$ cat config.mk
export PLATFORM = sky130hd
export DESIGN_NAME = adc_cfg_seq
export DESIGN_NICKNAME = d
export VERILOG_FILES = /design/src/rtl/adc_cfg_seq.sv
export SDC_FILE = /design/constraint.sdc
export NUM_CORES = 1
export LEC_CHECK = 0
export ABC_AREA = 1
export ABC_CLOCK_PERIOD_IN_PS = 3000
export CELL_PAD_IN_SITES_DETAIL_PLACEMENT = 0
export CELL_PAD_IN_SITES_GLOBAL_PLACEMENT = 1
export CORE_MARGIN = 2
export CORE_UTILIZATION = 44
export CTS_CLUSTER_DIAMETER = 30
export DETAILED_ROUTE_END_ITERATION = 16
export PLACE_DENSITY = 0.81
export REMOVE_ABC_BUFFERS = 1
export SYNTH_ARGS = -nofsm -noshare
export SYNTH_HDL_FRONTEND = slang
export SYNTH_SLANG_ARGS = --single-unit
export TNS_END_PERCENT = 100
$ cat constraint.sdc
create_clock -name clk -period 3 [get_ports clk]
set_clock_uncertainty 0.15 [all_clocks]
set_input_delay 0.3 -clock clk [delete_from_list [all_inputs] [get_ports clk]]
set_output_delay 0.3 -clock clk [all_outputs]
set_load 0.02 [all_outputs]
$ cat src/rtl/adc_cfg_seq.sv
// Serial-configuration sequencer for the two shared-bus 14-bit ADCs: hardware reset pulse,
// init-table download, then arbitration of single host register writes onto SEN/SCLK/SDAT.
module adc_cfg_seq #(
   parameter  int NREG      = 4,
   parameter  int CLK_DIV   = 32,
   parameter  int RST_PULSE = 255,
   parameter  int RST_WAIT  = 1024,
   parameter  int GAP       = 32,
   localparam int IW        = (NREG > 1) ? $clog2(NREG) : 1
) (
   input  logic          clk,
   input  logic          rst,
   input  logic          start,
   output logic [IW-1:0] tbl_idx,
   input  logic [15:0]   tbl_word,
   input  logic          wr_req,
   input  logic [7:0]    wr_addr,
   input  logic [7:0]    wr_data,
   output logic          wr_ack,
   output logic          busy,
   output logic          init_done,
   output logic          adc_reset,
   output logic          adc_sen_n,
   output logic          adc_sclk,
   output logic          adc_sdat
);

   localparam int HW   = (CLK_DIV > 1) ? $clog2(CLK_DIV) : 1;
   localparam int WM1  = (RST_PULSE > RST_WAIT) ? RST_PULSE : RST_WAIT;
   localparam int WMAX = (WM1 > GAP) ? WM1 : GAP;
   localparam int CW   = $clog2(WMAX + 1);

   localparam logic [HW-1:0] H_LAST     = HW'(CLK_DIV - 1);
   localparam logic [CW-1:0] PULSE_LAST = CW'(RST_PULSE - 1);
   localparam logic [CW-1:0] WAIT_LAST  = CW'(RST_WAIT - 1);
   localparam logic [CW-1:0] GAP_LAST   = CW'(GAP - 1);
   localparam logic [IW-1:0] IDX_LAST   = IW'(NREG - 1);

   typedef enum logic [2:0] {
      S_IDLE, S_RST_HI, S_RST_WAIT, S_LOAD, S_SHIFT, S_GAP_W
   } state_t;

   state_t        state, state_n;
   logic [CW-1:0] cnt, cnt_n;
   logic [HW-1:0] hcnt, hcnt_n;
   logic [3:0]    bcnt, bcnt_n, bit_nxt;
   logic          ph, ph_n;
   logic          src_host, src_host_n;
   logic [IW-1:0] idx_n;
   logic          ack_n, done_n, arst_n, sen_n_n, sclk_n, sdat_n;
   logic          host_accept;
   logic [15:0]   host_word, sreg, load_word;

   // A request seen in the ack cycle belongs to the frame just finished.
   assign host_accept = (state == S_IDLE) && !start && wr_req && !wr_ack;
   assign load_word   = src_host ? host_word : tbl_word;
   assign bit_nxt     = bcnt - 4'd1;

   always_comb begin
      state_n    = state;
      cnt_n      = cnt;
      hcnt_n     = hcnt;
      bcnt_n     = bcnt;
      ph_n       = ph;
      src_host_n = src_host;
      idx_n      = tbl_idx;
      ack_n      = 1'b0;
      done_n     = init_done;
      arst_n     = adc_reset;
      sen_n_n    = adc_sen_n;
      sclk_n     = adc_sclk;
      sdat_n     = adc_sdat;
      case (state)
         S_IDLE: begin
            if (start) begin
               state_n = S_RST_HI;
               arst_n  = 1'b1;
               cnt_n   = '0;
            end else if (host_accept) begin
               state_n    = S_LOAD;
               src_host_n = 1'b1;
            end
         end
         S_RST_HI: begin
            if (cnt == PULSE_LAST) begin
               state_n = S_RST_WAIT;
               arst_n  = 1'b0;
               cnt_n   = '0;
            end else begin
               cnt_n = cnt + 1'b1;
            end
         end
         S_RST_WAIT: begin
            if (cnt == WAIT_LAST) begin
               state_n    = S_LOAD;
               idx_n      = '0;
               src_host_n = 1'b0;
               cnt_n      = '0;
            end else begin
               cnt_n = cnt + 1'b1;
            end
         end
         S_LOAD: begin
            state_n = S_SHIFT;
            sen_n_n = 1'b0;
            sclk_n  = 1'b0;
            sdat_n  = load_word[15];
            hcnt_n  = '0;
            ph_n    = 1'b0;
            bcnt_n  = 4'd15;
         end
         S_SHIFT: begin
            // ph=0 is the SCLK-low half carrying bit bcnt; SDAT only moves as SCLK falls.
            if (hcnt != H_LAST) begin
               hcnt_n = hcnt + 1'b1;
            end else begin
               hcnt_n = '0;
               if (!ph) begin
                  ph_n   = 1'b1;
                  sclk_n = 1'b1;
               end else if (bcnt == 4'd0) begin
                  state_n = S_GAP_W;
                  sen_n_n = 1'b1;
                  sclk_n  = 1'b1;
                  sdat_n  = 1'b0;
                  ph_n    = 1'b0;
                  bcnt_n  = 4'd15;
                  cnt_n   = '0;
               end else begin
                  ph_n   = 1'b0;
                  sclk_n = 1'b0;
                  bcnt_n = bit_nxt;
                  sdat_n = sreg[bit_nxt];
               end
            end
         end
         S_GAP_W: begin
            if (cnt != GAP_LAST) begin
               cnt_n = cnt + 1'b1;
            end else begin
               cnt_n = '0;
               if (src_host) begin
                  ack_n   = 1'b1;
                  state_n = S_IDLE;
               end else if (tbl_idx != IDX_LAST) begin
                  idx_n   = tbl_idx + 1'b1;
                  state_n = S_LOAD;
               end else begin
                  done_n  = 1'b1;
                  idx_n   = '0;
                  state_n = S_IDLE;
               end
            end
         end
         default: state_n = S_IDLE;
      endcase
   end

   always_ff @(posedge clk) begin
      if (rst) begin
         state     <= S_IDLE;
         cnt       <= '0;
         hcnt      <= '0;
         bcnt      <= 4'd15;
         ph        <= 1'b0;
         src_host  <= 1'b0;
         tbl_idx   <= '0;
         wr_ack    <= 1'b0;
         busy      <= 1'b0;
         init_done <= 1'b0;
         adc_reset <= 1'b0;
         adc_sen_n <= 1'b1;
         adc_sclk  <= 1'b1;
         adc_sdat  <= 1'b0;
      end else begin
         state     <= state_n;
         cnt       <= cnt_n;
         hcnt      <= hcnt_n;
         bcnt      <= bcnt_n;
         ph        <= ph_n;
         src_host  <= src_host_n;
         tbl_idx   <= idx_n;
         wr_ack    <= ack_n;
         busy      <= (state_n != S_IDLE);
         init_done <= done_n;
         adc_reset <= arst_n;
         adc_sen_n <= sen_n_n;
         adc_sclk  <= sclk_n;
         adc_sdat  <= sdat_n;
      end
   end

   // Frame data path carries no reset; it is always loaded before use.
   always_ff @(posedge clk) begin
      if (host_accept) host_word <= {wr_addr, wr_data};
      if (state == S_LOAD) sreg <= load_word;
   end

endmodule
Yosys cells after proc, flatten, opt, wreduce, memory -nomap -nowiden
Index checks and enable logic that the tools add are counted.

Bits in registers: 66. Latch bits: 0. RAM bits: 0. Memory bits (read-only): 0. Bits of input ports: 36. Output and inout bits: 9. Word-level logic and storage cells: 123. Memories kept: 0.

$add $sub $neg: 4. Multipliers: 0. Divide/modulo/power cells: 0. Order comparisons: 1. Equality and inequality tests: 20. Shift operators: 0. Multiplexer cells: 56. Bitwise operators: 4. Reduce and logical (&&, ||, !) cells: 22.

Operators by type and width (number): 11-bit 2-to-1 mux (7); 11-bit case mux with 5 select lines (1); 3-bit 2-to-1 mux (8); 2-bit != test, second input constant (11); 1-bit 2-to-1 mux (18); 3-bit case mux with 6 select lines (1); 16-bit 2-to-1 mux (1); 4-bit AND reduction (4); 2-bit 2-to-1 mux (6); 4-bit 2-to-1 mux (3); 1-bit case mux with 2 select lines (6); 11-bit by 1-bit adder with 11-bit output, second input constant (1); 11-bit by 10-bit == test with 1-bit output, second input constant (1); 11-bit by 8-bit == test with 1-bit output, second input constant (1); 11-bit by 5-bit != test with 1-bit output, second input constant (1); 5-bit case mux with 2 select lines (1); 4-bit case mux with 2 select lines (1); 2-bit nonzero test (4); 3-bit by 2-bit == test with 1-bit output, second input constant (2); 3-bit == test, second input constant (2); 3-bit AND reduction (2); 5-bit by 1-bit adder with 5-bit output, second input constant (1); 4-bit by 5-bit < comparator with 1-bit output, second input constant (1); 5-bit 2-to-1 mux (1); 16 further kinds (22).

Depth between registers and ports, before layout
Depth after elaboration: 8. Gate-level depth with buffers: 12. Mapped depth without buffers: 12.

Worst setup path before layout
No wires, ideal clock.

Path type: reg-to-reg. Start point: reg state[0]. End point: reg host_word[0] (enable). Setup time: 0.391 ns. Arrival time: 1.392 ns. Required time: 2.459 ns. Setup slack: 1.066 ns. Stages on the path, launching flop included: 5. Path buffers: 1. Period minus slack after synthesis: 1.934 ns. Cells stage by stage: dfxtp_1 -> buf_4 -> nor2_4 -> nand3_2 -> nor2_1.

Cells in the longest elaborated chain, start to end: 4.

RTL lines: start, declared (RTL line 43) `state_t state, state_n;`; start signal, assigned (RTL line 176) `state <= state_n;`; 3-bit zero test (RTL line 55) `assign host_accept = (state == S_IDLE) && !start && wr_req && !wr_ack;`; 1-bit logical AND (3 in a row) (RTL line 55); named net host_accept (RTL line 51) `logic host_accept;`; end signal, assigned (RTL line 195) `if (host_accept) host_word <= {wr_addr, wr_data};`; end, declared (RTL line 52) `logic [15:0] host_word, sreg, load_word;`.

The timed path passes the listed nets, and every way through them passes these cells. A chain may end at the register's enable or synchronous reset.

Worst setup path after layout
Start point: reg bcnt[0]. End point: reg cnt[10].

Cells in the longest elaborated chain, start to end: 3.

RTL lines: start, declared (RTL line 46) `logic [3:0] bcnt, bcnt_n, bit_nxt;`; start signal, assigned (RTL line 179) `bcnt <= bcnt_n;`; 4-bit zero test (RTL line 121) `end else if (bcnt == 4'd0) begin`; 2-bit != test (no source line); 5-bit AND reduction (no source line); end signal, assigned (RTL line 177) `cnt <= cnt_n;`; end, declared (RTL line 44) `logic [CW-1:0] cnt, cnt_n;`.

No other way between the ends.

==> results.tsv <==
stage	metric	value	unit
setup_path	slowest CP cell	dfxtp_1	
layout	Layout Utilization	55.1	%
synth	synthesized cell area	3310	um2
power_and_ir_drop	leakage power total	0.00169	uW
timing	Least-Margin Pin Slew	0.637	ns
clocking	CTS Sinks	66	
timing	final setup fails	0	
synth	Seq/Total Area, Yosys	49.5	%
route	Vias	2664	
synth	share of the synthesized area in the top cell type	29.0	%
route	Total Wirelength	6.94	mm
clocking	CTS Hold Bufs	0	
floorplan	initial core utilization	45.5	%
setup_path	CP top delay family	simple AND/OR/NAND/NOR gates	
layout	share of cells above drive strength 1	11.2	%
setup_path	Critical R2R Capture	cnt[10]	
synth	ys flop type	dfxtp_1	
route	1st-iter DRT viols	78	
route	drt drc	0	
setup_path	Reg2Reg Setup Slack	0.85	ns
outcome	outcome	finished, final reports clean	
synth	synthesized area per cell	8.20	um2
clocking	CTS H-tree lvls	3	
timing	Final Critical Period	2.15	ns
synth	number of synthesized flops with an enable pin	32	
floorplan	std cell rows	31	
clocking	CTS Buf Count	9	
placement	port buffer count	44	
synth	Yosys cell types	38	
clocking	clock buffer depth	2	
setup_path	Reg2Reg Depth	9	
grt	Total GRT Usage	18.3	%
placement	final weighted congestion in routability-driven placement	0.835	
layout	Layout area overhead	21.2	%
route	Avg Vias per Cell	4.79	
power_and_ir_drop	Max IR drop VDD	0.240	mV
placement	DP Wirelength	5.16	mm
clocking	clk slew on worst S/H paths	0.07	ns
grt	initial antenna violation count	0	
clocking	post-CTS setup buffer count	0	
setup_path	Cell Chain, Critical Path	inv_1, ha_1, nand3_1, o21ai_4, nand2_4, inv_2, nand3_2, nand2_4, nor2_2	
floorplan	core footprint	7290	um2
grt	pin count of the biggest net entering global routing	19	
grt	vias in the first global route	2609	
synth	#FFs+latches synth	66	
min_path	worst hold start	hcnt[3]	
clocking	CTS tree	yes	
setup_path	kind of critical path	flip-flop to flip-flop	
min_path	Worst Hold Depth	2	
setup_path	CP bufs+invs	2	
floorplan	IO Pins	45	
synth	Post-synth top cells	nand2_1, inv_1, nand3_1	
timing	Final Cycle Share	71.6	%
grt	grt ovf	0	
setup_path	required time of the critical path	3.08	ns
setup_path	Worst setup SP type	flip-flop	
clocking	CTS resizes	0	
clocking	Worst-Skew Late Latency	0.34	ns
floorplan	Die H	90.8	um
setup_path	crit-path max FO	13	
run	maximum capacitance violations	0	
setup_path	Crit. End Element	flip-flop	
layout	n_diodes	0	
floorplan	Die ar.	8240	um2
min_path	Hold EP	hcnt[3]	
synth	Area contributors post-synth	edfxtp_1, dfxtp_1, nand2_1, nand3_1, inv_1	
floorplan	chip width	90.8	um
route	DRT Pass-1 Iters	4	
clocking	clk root buf	clkbuf_8	
timing	Setup Total Neg Slack	0	ns
timing	RSZ-0062 raised after global routing	false	
layout	Fillers	725	
synth	YS warnings	0	
layout	NumNets Final	494	
setup_path	crit-path most repeated cell	nand2_4	
route	Routed Antenna Nets	0	
timing	Final Hold Fails	0	
grt	first-pass GRT wire length	12.1	mm
timing	Slew Limit Fails	0	
setup_path	CP arrival	2.23	ns
setup_path	CP peak stage delay	0.41	ns
setup_path	Reg-to-Reg Start	bcnt[0]	
power_and_ir_drop	PD cells	486	nW/um2
synth	most common cell in the synthesized netlist	nand2_1	
synth	Synth Instances	404	
timing	Slew headroom	57.5	%
synth	asr flop ratio synth	0	%
timing	max frequency	0.465	GHz
synth	biggest area consumer among synthesized cells	edfxtp_1	
min_path	Hold WC Path Type	flip-flop to flip-flop	
route	per-cell routed wire length	12.5	um
## flip-flops by register name, indices dropped and copies added (netlist names)
signal and flops:
wr_ack 1, tbl_idx 2, hcnt 5, host_word 16, busy 1, cnt 11
ph 1, state 3, adc_sdat 1, adc_sen_n 1, adc_reset 1, adc_sclk 1
bcnt 4, sreg 16, init_done 1, src_host 1
## report_power, final
part	switching (uW)	internal [uW]	total [uW]
clock	347	301	648
combinational	165	117	282
sequential	29.0	993	1020
total	541	1410	1950
## final cells by class
| cell class | count | area [um2] | area share [%] |
|---|---|---|---|
| clock buffers | 10 | 128 | 3.18 |
| clock inverters | 6 | 42.5 | 1.06 |
| inverters | 53 | 201 | 5.02 |
| multi-input cells | 275 | 1420 | 35.3 |
| flip-flops and latches | 66 | 1640 | 40.9 |
| well taps | 99 | 124 | 3.08 |
| repair buffers | 47 | 463 | 11.5 |
## cell families (layout without fill, tap and decap cells)
family	count (synthesis)	count (layout)	synth area share [%]
AND/OR/NAND/NOR	217	217	30.8
flip-flops	66	66	49.5
buffers and inverters	63	116	7.74
AO/OA/AOI/OAI	47	47	8.34
adder cells (fa/ha/maj)	6	6	2.26
XOR/XNOR	4	4	1.06
multiplexers	1	1	0.302
## tightest hold or removal path: stages, from the launching register on
cell and delay, ns:
dfxtp_1 0.31, nand2_1 0.06, a21oi_1 0.05
## per-stage QoR
stage / setup WS [ns] / total power [uW] / cell area (um2) / cells / hold WS, ns
finish: 0.851 / 1950 / 4020 / 556 / 0.318
global route: 0.633 / 2050 / 4020 / 556 / 0.346
CTS: 0.829 / 1970 / 4020 / 556 / 0.322
detailed placement: 0.853 / 1330 / 3850 / 540 / 0.308
global placement: 0.915 / 1320 / 3850 / 540 / 0.302
floorplan: 1.08 / 1210 / 3260 / 394 / 0.219
## worst max path at each step
stage | start | endpoint | slack [ns] | cells after the start
5_1_grt | bcnt[0] | busy | 0.63 | 10
6_report | bcnt[0] | cnt[10] | 0.85 | 9
4_1_cts | bcnt[0] | cnt[10] | 0.83 | 9
3_3_place_gp | bcnt[0] | busy | 0.92 | 10
2_1_floorplan | state[0] | host_word[0] | 1.08 | 3
3_5_place_dp | bcnt[0] | cnt[10] | 0.85 | 9
## per-layer routing
metal  part of all wire, %  up-vias  routed length [um]  GRT usage [%]
li1                      -     1423                   -              -
met1                    51     1194                3510           25.0
met2                    45       40                3120           28.8
met3                   3.4        7                 238           4.17
met4                   1.1        0                  78           6.44
met5                     0        -                   0              0
## placed cells by master (no fill, tap or decap), types with 7 or more instances in the layout
cell type,n
a21oi_1,16
clkbuf_8,9
clkdlybuf4s50_1,44
dfxtp_1,34
edfxtp_1,32
inv_1,46
nand2_1,118
nand3_1,40
nor2_1,19
nor2_2,7
o21ai_0,15
(Power assumes the default switching activity.)
